==> src/rtl/wb_sram_slave.sv <==
// Wishbone slave-0 responder driving a single-port synchronous SRAM macro.
// One single-cycle ack per transaction; a recovery cycle masks stale strobes.
module wb_sram_slave #(
    parameter int ADDR_W   = 9,
    parameter int SRAM_AW  = 7,
    parameter int READ_LAT = 1
) (
    input  logic               clk_i,
    input  logic               rst_i,
    input  logic [31:0]        wb_dat_i,
    input  logic [ADDR_W-1:0]  wb_adr_i,
    input  logic [3:0]         wb_sel_i,
    input  logic               wb_we_i,
    input  logic               wb_cyc_i,
    input  logic               wb_stb_i,
    output logic [31:0]        wb_dat_o,
    output logic               wb_ack_o,
    output logic               sram_csb_o,
    output logic               sram_web_o,
    output logic [3:0]         sram_wmask_o,
    output logic [SRAM_AW-1:0] sram_addr_o,
    output logic [31:0]        sram_din_o,
    input  logic [31:0]        sram_dout_i
);

    localparam logic [1:0] LAT = READ_LAT[1:0];

    typedef enum logic [2:0] {
        IDLE,
        ACCESS,
        READ_WAIT,
        ACK,
        RECOVER
    } state_t;

    state_t             state, state_n;
    logic [1:0]         cnt, cnt_n;
    logic               ack_n;
    logic [31:0]        dat_n;
    logic               csb_n;
    logic               web_n;
    logic [3:0]         wmask_n;
    logic [SRAM_AW-1:0] addr_n;
    logic [31:0]        din_n;

    always_ff @(posedge clk_i) begin
        if (rst_i) begin
            state        <= IDLE;
            cnt          <= 2'd0;
            wb_ack_o     <= 1'b0;
            wb_dat_o     <= 32'd0;
            sram_csb_o   <= 1'b1;
            sram_web_o   <= 1'b1;
            sram_wmask_o <= 4'b0000;
            sram_addr_o  <= '0;
            sram_din_o   <= 32'd0;
        end else begin
            state        <= state_n;
            cnt          <= cnt_n;
            wb_ack_o     <= ack_n;
            wb_dat_o     <= dat_n;
            sram_csb_o   <= csb_n;
            sram_web_o   <= web_n;
            sram_wmask_o <= wmask_n;
            sram_addr_o  <= addr_n;
            sram_din_o   <= din_n;
        end
    end

    always_comb begin
        state_n = state;
        cnt_n   = cnt;
        ack_n   = 1'b0;
        dat_n   = wb_dat_o;
        csb_n   = 1'b1;
        web_n   = 1'b1;
        wmask_n = 4'b0000;
        addr_n  = sram_addr_o;
        din_n   = sram_din_o;
        unique case (state)
            IDLE: begin
                if (wb_cyc_i && wb_stb_i) begin
                    state_n = ACCESS;
                    addr_n  = wb_adr_i[ADDR_W-1:2];
                    din_n   = wb_dat_i;
                    web_n   = ~wb_we_i;
                    wmask_n = wb_we_i ? wb_sel_i : 4'b0000;
                    // an all-lanes-off write never touches the macro
                    csb_n   = wb_we_i && (wb_sel_i == 4'b0000);
                end
            end
            ACCESS: begin
                if (!wb_cyc_i) begin
                    state_n = IDLE;
                end else if (!sram_web_o) begin
                    state_n = ACK;
                    ack_n   = 1'b1;
                end else begin
                    state_n = READ_WAIT;
                    cnt_n   = 2'd1;
                end
            end
            READ_WAIT: begin
                if (!wb_cyc_i) begin
                    state_n = IDLE;
                end else if (cnt == LAT) begin
                    state_n = ACK;
                    ack_n   = 1'b1;
                    dat_n   = sram_dout_i;
                end else begin
                    cnt_n = cnt + 2'd1;
                end
            end
            ACK: begin
                state_n = RECOVER;
            end
            RECOVER: begin
                state_n = IDLE;
            end
            default: begin
                state_n = IDLE;
            end
        endcase
    end

endmodule

==> config.mk <==
export PLATFORM = sky130hd
export DESIGN_NAME = wb_sram_slave
export DESIGN_NICKNAME = d
export VERILOG_FILES = /design/src/rtl/wb_sram_slave.sv
export SDC_FILE = /design/constraint.sdc
export NUM_CORES = 1
export LEC_CHECK = 0
export CORE_ASPECT_RATIO = 1.2
export CORE_MARGIN = 4
export CORE_UTILIZATION = 43
export CTS_CLUSTER_DIAMETER = 60
export DETAILED_ROUTE_END_ITERATION = 12
export PLACE_DENSITY = 0.85
export SLEW_MARGIN = 20
export SYNTH_ARGS = -nofsm -noshare
export SYNTH_HDL_FRONTEND = slang
export SYNTH_SLANG_ARGS = --single-unit
export TNS_END_PERCENT = 30
==> constraint.sdc <==
create_clock -name clk_i -period 4.25 [get_ports clk_i]
set_clock_uncertainty 0.15 [all_clocks]
set_input_delay 0.85 -clock clk_i [delete_from_list [all_inputs] [get_ports clk_i]]
set_output_delay 0.85 -clock clk_i [all_outputs]
set_load 0.005 [all_outputs]
## Word-level counts from Yosys, hierarchy flattened

Cells that the tools add are included.

- Flip-flop bits (word level): 83
- Input port bits: 82
- Output and inout port bits: 78
- Word-level logic and storage cells: 50

- Add/subtract/negate cells: 1
- Equal/unequal tests: 10
- Muxes and demuxes: 16
- Bitwise gates (word level): 3
- Reductions and logical operators: 11

Operator list:

| operator | number |
|---|---|
| 3-bit case mux with 4 select lines | 1 |
| 2-bit 2-to-1 mux | 5 |
| 2-bit inequality test, second input constant | 5 |
| 3-bit 2-to-1 mux | 3 |
| 3-bit by 2-bit == test with 1-bit output, second input constant | 2 |
| 1-bit 2-to-1 mux | 5 |
| 5-bit AND reduction | 1 |
| 4-bit logical NOT | 1 |
| 2-bit case mux with 2 select lines | 1 |
| 2-bit AND reduction | 2 |
| 4-bit OR reduction | 1 |
| 3-bit by 1-bit == test with 1-bit output, second input constant | 1 |
| 3-bit logical NOT | 1 |
| 3-bit inequality test, second input constant | 1 |
| 1-bit inverter | 3 |
| 3-bit AND reduction | 1 |
| 3-bit OR reduction | 1 |
| 2-bit by 1-bit adder with 2-bit output, second input constant | 1 |
| 2-bit by 1-bit == test with 1-bit output, second input constant | 1 |
| 1-bit logical AND | 2 |
| 1-bit case mux with 2 select lines | 1 |
| 2-bit nonzero test | 1 |

## Logic depth before layout (Yosys ltp)

Gate-level depths: netlist of run 1.

- Depth in word-level cells: 4
- Gate-level depth with buffers: 7
- Gate-level depth less buffers: 5

## Worst setup path after synthesis of run 1

No wires, ideal clock.

- Kind: input -> register
- From: input wb_cyc_i
- To: register sram_din_o[23]
- Setup time: 0.132 ns
- Arrival: 1.700 ns
- Data required time: 3.968 ns
- Setup slack: 2.268 ns
- Cell stages on the path: 4
- Path buffers: 1
- Cell sequence: or4b_4 -> clkbuf_1 -> o21ai_0 -> a21oi_1

- Longest elaborated chain between the ends: 2

RTL lines:

| element | line | text |
|---|---|---|
| start: declaration | 14 | `input logic wb_cyc_i,` |
| 1-bit logical AND | 82 | `if (wb_cyc_i && wb_stb_i) begin` |
| 2-bit AND reduction (no line) | - |  |
| end signal: assignment | 66 | `sram_din_o <= din_n;` |
| end: declaration | 22 | `output logic [31:0] sram_din_o,` |

Every way passes these cells.
A chain may end at the register's enable or synchronous reset.

## Worst setup path in the final report of run 1

- From: input wb_stb_i
- To: register sram_din_o[27]

- Longest elaborated chain between the ends: 2

RTL lines:

| element | line | text |
|---|---|---|
| start: declaration | 15 | `input logic wb_stb_i,` |
| 1-bit logical AND | 82 |  |
| 2-bit AND reduction (no line) | - |  |

Every way passes these cells.

==> results_dict.tcl, run 1 <==
set metrics [dict create \
    run_status "completed" \
    worstPathRequired_ns 4.30 \
    p_int_mw 1.17 \
    synth-edff-count 0 \
    gp_routability_congestion 0.710 \
    min-delay-path-class "reg2reg" \
    critPathBufInv 3 \
    critPathKind "in2reg" \
    insertion_delay_ns 0.33 \
    cts_tree "done" \
    dp_hpwl_um 6820 \
    area.growth.synth_to_final_pct 55.1 \
    ant_diodes 0 \
    clock_path_buffers 2 \
    finalWorstPathRequiredPeriod_ns 3.17 \
    hold_path_startpoint "wb_dat_o[30]$_SDFFE_PP0P_" \
    number_of_global_route_vias_before_repair 3310 \
    p_switching_mw 0.385 \
    setup.worst_path.start_class "input port" \
    grt_start_max_net_pins 47 \
    power_density_nw_per_um2 315 \
    worst_pin_slew_ns 1.12 \
    max_slew_margin 0.254 \
    final_max_slew_viol_count 0 \
    power.static_leakage_nw 1.68 \
    numClockSinks 83 \
    setup_repair_after_global_routing_missed_its_margin "false" \
    final_cell_mix "sky130_fd_sc_hd__clkdlybuf4s50_1, sky130_fd_sc_hd__dfxtp_1, sky130_fd_sc_hd__nand3_1, sky130_fd_sc_hd__a21oi_1, sky130_fd_sc_hd__o21ai_0" \
    yosys_reg_bits 83 \
    clkPwrFrac 0.324 \
    die-height_um 102 \
    design.portCount 160 \
    finish.cell_count_without_fillers 605 \
    path_delay_family "buffers and inverters" \
    netlist_top_cells_area "sky130_fd_sc_hd__dfxtp_1, sky130_fd_sc_hd__a21oi_1, sky130_fd_sc_hd__nand3_1" \
    placement_rows 34 \
    postCtsHoldBufs 0 \
    numPortBuffers 157 \
    fin_tns_setup_ns 0 \
    floorplan.initialDensity 0.441 \
    post_synth_instance_area_sq_um 3190 \
    detail_route.drc_violations 0 \
    layout_commonest_cell "sky130_fd_sc_hd__clkdlybuf4s50_1" \
    yosys_most_used_dff "sky130_fd_sc_hd__dfxtp_1" \
    flop_pwr_share 0.524 \
    critical-path-slowest-cell "sky130_fd_sc_hd__clkinv_1" \
    crit_arrival_ns 3.22 \
    timing.rr.start "state[1]$_SDFFE_PP0P_" \
    most_area_hungry_cell_type_in_the_yosys_netlist "sky130_fd_sc_hd__dfxtp_1" \
    antenna_found_initial 0 \
    chipWidth_um 86.7 \
    wl_um 9930 \
    path_cells "clkdlybuf4s50_1, buf_4, clkinv_1, o21ai_0, a21oi_1" \
    period_utilization 0.745 \
    crit_path_max_fanout 41 \
    global_route.overflow_total 0 \
    detailedRoute.firstIterationViolations 196 \
    drv_cap 0 \
    finish.net_count 593 \
    final_layout_size_suffix_gt1_frac 0.0505 \
    syn_area_per_cell_sq_um 8.49 \
    cpPeakStageDelay_ns 0.90 \
    multi_input_area_sq_um 1360 \
    final.setup.worst_slack_ns 1.08 \
    antenna_left 0 \
    synth_warnings 0 \
    cts-htree-levels 3 \
    regArea_sq_um 1660 \
    syn_inst 376 \
    final_core_utilization 0.684 \
    cts.repair.resized 0 \
    post_cts.repair.setup_buffers 0 \
    sw_frac_of_total 0.247 \
    final-setup-viol-count 0 \
    clock_transition_at_the_registers_of_the_reported_paths_ns 0.08 \
    grt_util_all_layers 0.221 \
    max_clock_freq_mhz 316 \
    synthesis.nets 459 \
    synth_async_sr_flop_share 0 \
    portion_of_synthesized_cell_area_occupied_by_the_leading_cell_type 0.521 \
    iteration_count_of_the_initial_detailed_routing_pass 4 \
    comb_power_share 0.152 \
    synth.lib_cells_used.distinct 34 \
    synth_sequential_area_ratio 0.521 \
    grt_pass1_wl_um 15900 \
    placed_cells 589 \
    core_area_sq_um 7230 \
    numCtsBuffers 9 \
    max-vdd-ir-drop_mv 0.181 \
    avgViaCountPerCell 5.54 \
    final.fill_count 585 \
    cts_root_buf "sky130_fd_sc_hd__clkbuf_8" \
    wire_length_per_cell_after_detailed_routing_um 16.4 \
    place_worst_setup_slack_ns 1.14 \
    total_count_of_hold_check_failures_in_the_final_report 0 \
    die-area_sq_um 8870 \
    via_count 3351 \
    critPathLaunch "wb_stb_i" \
    hold_slack_ns 0.325 \
    cp-end-kind "flip-flop" \
]
## path summary, 6_finish.rpt
path | end | slack, ns | depth (start not counted)
max | sram_din_o[27]$_SDFFE_PP0P_ | 1.08 | 5
min | wb_dat_o[30]$_SDFFE_PP0P_ | 0.32 | 2
max reg2reg | cnt[0]$_SDFFE_PP0P_ | 1.96 | 3
min reg2reg | wb_dat_o[30]$_SDFFE_PP0P_ | 0.32 | 2
## power groups by stage
stage          clock network, mW  logic (mW)  registers, mW
2_1_floorplan                  0      0.0979          0.831
3_3_place_gp                   0       0.229          0.833
3_5_place_dp                   0       0.236          0.835
4_1_cts                    0.524       0.238          0.816
5_1_grt                    0.557       0.256          0.820
6_report                   0.505       0.237          0.817
## sequential cells by signal, indices dropped and copies added (netlist names)
| name | cells |
|---|---|
| sram_din_o | 32 |
| wb_dat_o | 32 |
| state | 3 |
| sram_csb_o | 1 |
| sram_web_o | 1 |
| cnt | 2 |
| sram_wmask_o | 4 |
| wb_ack_o | 1 |
| sram_addr_o | 7 |
## through the flow
| stage | power (mW) | instance area, sq um |
|---|---|---|
| detailed placement | 1.07 | 4770 |
| finish | 1.56 | 4950 |
| global placement | 1.06 | 4750 |
| floorplan | 0.929 | 3190 |
| global route | 1.63 | 4950 |
| CTS | 1.58 | 4950 |
## metal layers
metal	up-vias	GRT usage	wire length, um
met2	135	0.375	4920
met1	1589	0.256	3790
li1	1613	-	-
met3	14	0.0839	1070
met5	-	0	0
met4	0	0.0755	144
## cells in the mapped netlist, drive strengths merged, types with 2 or more instances
master	count
a21oi	72
nor2	2
and3	2
dfxtp	83
inv	4
clkbuf	34
nand2	4
or3b	2
buf	6
o211a	2
and4	4
nand3	72
o21ai	71
## worst register-to-register path, cell delays in order, from the launching register on
cell	delay, ns
sky130_fd_sc_hd__dfxtp_1	0.55
sky130_fd_sc_hd__or3b_1	0.85
sky130_fd_sc_hd__o311ai_0	0.49
sky130_fd_sc_hd__o31ai_1	0.12
## final cells by class
class / instances / area share
clock buffer: 12 / 0.0313
clock inverter: 4 / 0.00506
inverter: 4 / 0.00303
multi-input combinational: 249 / 0.275
sequential: 83 / 0.336
tap: 90 / 0.0228
timing repair buffer: 163 / 0.327
## logic make-up (layout without fill, tap and decap cells)
group | after synthesis | after routing | share of synthesized area
xor+xnor | 1 | 1 | 0.00274
simple gates | 96 | 96 | 0.169
flops | 83 | 83 | 0.521
compound gates | 150 | 150 | 0.243
buf+inv | 44 | 183 | 0.0576
fa+ha+maj | 1 | 1 | 0.00392
mux | 1 | 1 | 0.00314
No activity file was read; power rests on OpenSTA's default activity.
==> inputs of run 2 (changes only) <==
--- a/config.mk
+++ b/config.mk
@@ -7,10 +7,10 @@
 export LEC_CHECK = 0
 export CORE_ASPECT_RATIO = 1.2
 export CORE_MARGIN = 4
-export CORE_UTILIZATION = 43
+export CORE_UTILIZATION = 36
 export CTS_CLUSTER_DIAMETER = 60
 export DETAILED_ROUTE_END_ITERATION = 12
-export PLACE_DENSITY = 0.85
+export PLACE_DENSITY = 0.76
 export SLEW_MARGIN = 20
 export SYNTH_ARGS = -nofsm -noshare
 export SYNTH_HDL_FRONTEND = slang
==> constraint.sdc (replaced) <==
create_clock -name clk_i -period 2.9 [get_ports clk_i]
set_clock_uncertainty 0.15 [all_clocks]
set_input_delay 0.58 -clock clk_i [delete_from_list [all_inputs] [get_ports clk_i]]
set_output_delay 0.58 -clock clk_i [all_outputs]
set_load 0.005 [all_outputs]
==> run 2 against run 1 <==
Compared with the run above:
- combinational power is 46% higher
- cell area is 1.3% higher
- first-iteration DRC count is 32% lower
- sequential power is 47% higher
- final cell count is 4.8% higher
- wire length is 2.8% lower
- core utilization is 10 points lower
- power is 52% higher
- non-clock buffer count is 3 higher
- sequential share of layout area is 0.42 points lower
- worst hold slack worse by 0.0043 ns
==> results_dict.tcl, run 2 (synthesis gave the netlist of run 1 again) <==
set metrics [dict create \
    ant_diodes 0 \
    floorplan.initialDensity 0.371 \
    final.fill_count 791 \
    globalRouteMet1Util 0.212 \
    wire_length_per_cell_after_detailed_routing_um 15.2 \
    total_power_mw 2.37 \
    max_clock_freq_mhz 450 \
    grt_util_all_layers 0.180 \
    hold_path_depth 2 \
    multi_input_area_sq_um 1360 \
    reg2reg_setup_slack_ns 0.68 \
    hold_path_end "cnt[1]$_SDFFE_PP0P_" \
    clock_path_buffers 2 \
    layout_commonest_cell "sky130_fd_sc_hd__clkdlybuf4s50_1" \
    p_switching_mw 0.564 \
    rr_worst_depth 4 \
    finish.net_count 596 \
    chipWidth_um 94.0 \
    crit_path_max_fanout 31 \
    met2_track_demand_over_resource_in_global_routing 0.281 \
    p_int_mw 1.81 \
    final_max_slew_viol_count 0 \
    number_of_global_route_vias_before_repair 3162 \
    busiest_layer "met2" \
    gp_routability_congestion 0.693 \
    area.growth.synth_to_final_pct 57.0 \
    flop_pwr_share 0.505 \
    min-delay-path-class "reg2reg" \
    period_utilization 0.767 \
    total_count_of_hold_check_failures_in_the_final_report 0 \
    cp-end-kind "flip-flop" \
    cts.repair.resized 0 \
    regArea_sq_um 1660 \
    wl_um 9650 \
    final-setup-viol-count 0 \
    numPortBuffers 157 \
    reg.largest.list "sram_din_o (32), wb_dat_o (32), sram_addr_o (7)" \
    cpPeakStageDelay_ns 0.79 \
    global_route.overflow_total 0 \
    path_delay_family "simple AND/OR/NAND/NOR gates" \
    clock_transition_at_the_registers_of_the_reported_paths_ns 0.08 \
    clkPwrFrac 0.349 \
    via_count 3338 \
    critPathBufInv 1 \
    grt_start_max_net_pins 45 \
    placement_rows 37 \
    critical-path-slowest-cell "sky130_fd_sc_hd__or3b_1" \
    r2r-end "wb_dat_o[3]$_SDFFE_PP0P_" \
    detailedRoute.firstIterationViolations 134 \
    hold_path_startpoint "cnt[1]$_SDFFE_PP0P_" \
    die-height_um 111 \
    max-vdd-ir-drop_mv 0.274 \
    insertion_delay_ns 0.35 \
    design.portCount 160 \
    cts_root_buf "sky130_fd_sc_hd__clkbuf_8" \
    numCtsBuffers 9 \
    numClockSinks 83 \
    finalWorstPathRequiredPeriod_ns 2.22 \
    dp_hpwl_um 6600 \
    final_layout_size_suffix_gt1_frac 0.0522 \
    antenna_left 0 \
    iteration_count_of_the_initial_detailed_routing_pass 4 \
    setup_repair_after_global_routing_missed_its_margin "false" \
    detailed_place.area_sq_um 4820 \
    power_density_nw_per_um2 473 \
    final_core_utilization 0.582 \
    post_cts.repair.setup_buffers 0 \
    core_area_sq_um 8610 \
    antenna_found_initial 0 \
    fin_tns_setup_ns 0 \
    grt_pass1_wl_um 15300 \
    avgViaCountPerCell 5.26 \
    groute.layer.met3.usage 0.0767 \
    power.static_leakage_nw 1.71 \
    comb_power_share 0.146 \
    detail_route.drc_violations 0 \
    cts-htree-levels 3 \
    run_status "completed" \
    max_slew_margin 0.271 \
    cts_tree "done" \
    drv_cap 0 \
    setup.worst_path.start_class "flip-flop" \
    sw_frac_of_total 0.238 \
    postCtsHoldBufs 0 \
    final_cell_mix "sky130_fd_sc_hd__clkdlybuf4s50_1, sky130_fd_sc_hd__dfxtp_1, sky130_fd_sc_hd__nand3_1, sky130_fd_sc_hd__a21oi_1, sky130_fd_sc_hd__o21ai_0" \
    worstPathRequired_ns 2.96 \
    worst_pin_slew_ns 1.09 \
    final_design_area_no_fill_sq_um 5010 \
    die-area_sq_um 10400 \
    timing.rr.start "state[1]$_SDFFE_PP0P_" \
    critPathKind "reg2reg" \
    crit_arrival_ns 2.29 \
    path_cells "or3b_1, buf_4, o21ai_0, a21oi_1" \
]
run 2: cell types whose count changed in the layout (fill, tap and decap cells not counted), sizes merged:
cell      previous run  this run
buf                  7        10
bufinv               0         1
clkbuf              12        13
clkinv               3         1
clkinvlp             2         0
inv                  3         4
run 2: worst reg2reg max path, stage by stage, from the launching register on:
cell and delay [ns]:
sky130_fd_sc_hd__dfxtp_1 0.55, sky130_fd_sc_hd__or3b_1 0.79, sky130_fd_sc_hd__buf_4 0.35, sky130_fd_sc_hd__o21ai_0 0.16, sky130_fd_sc_hd__a21oi_1 0.08
run 2: power groups by stage:
stage	clock, mW	sequential (mW)	combinational (mW)
after floorplan	0	1.22	0.143
final	0.826	1.20	0.346
after detailed placement	0	1.22	0.346
after global placement	0	1.22	0.339
after global routing	0.895	1.20	0.374
after CTS	0.852	1.20	0.348
run 2: how the worst max path moves through the flow:
| stage | start | end | depth (start not counted) |
|---|---|---|---|
| floorplan | wb_cyc_i | sram_din_o[23]$_SDFFE_PP0P_ | 4 |
| global placement | wb_stb_i | sram_addr_o[5]$_SDFFE_PP0P_ | 4 |
| detailed placement | wb_stb_i | sram_din_o[9]$_SDFFE_PP0P_ | 4 |
| CTS | state[1]$_SDFFE_PP0P_ | cnt[0]$_SDFFE_PP0P_ | 3 |
| global route | state[1]$_SDFFE_PP0P_ | cnt[0]$_SDFFE_PP0P_ | 3 |
| finish | state[1]$_SDFFE_PP0P_ | wb_dat_o[3]$_SDFFE_PP0P_ | 4 |
run 2: final cells by class:
| cell class | instances | area share |
|---|---|---|
| clock inverters | 2 | 0.00699 |
| flip-flops and latches | 83 | 0.332 |
| well taps | 117 | 0.0292 |
| clock buffers | 13 | 0.0317 |
| repair buffers | 166 | 0.326 |
| inverters | 4 | 0.00300 |
| multi-input cells | 249 | 0.272 |
run 2: metal layers:
metal | part of all wire | vias up | wire (um)
met5 | 0 | - | 0
met4 | 0.015 | 0 | 149
met3 | 0.12 | 13 | 1160
met2 | 0.46 | 144 | 4410
met1 | 0.41 | 1561 | 3930
li1 | - | 1620 | -
run 2: through the flow:
step           hold WS, ns  std cells  setup WS, ns
2_1_floorplan        0.288        376          1.19
3_3_place_gp         0.301        619         0.523
3_5_place_dp         0.317        619         0.428
4_1_cts              0.327        634         0.674
5_1_grt              0.346        634         0.447
6_report             0.320        634         0.676
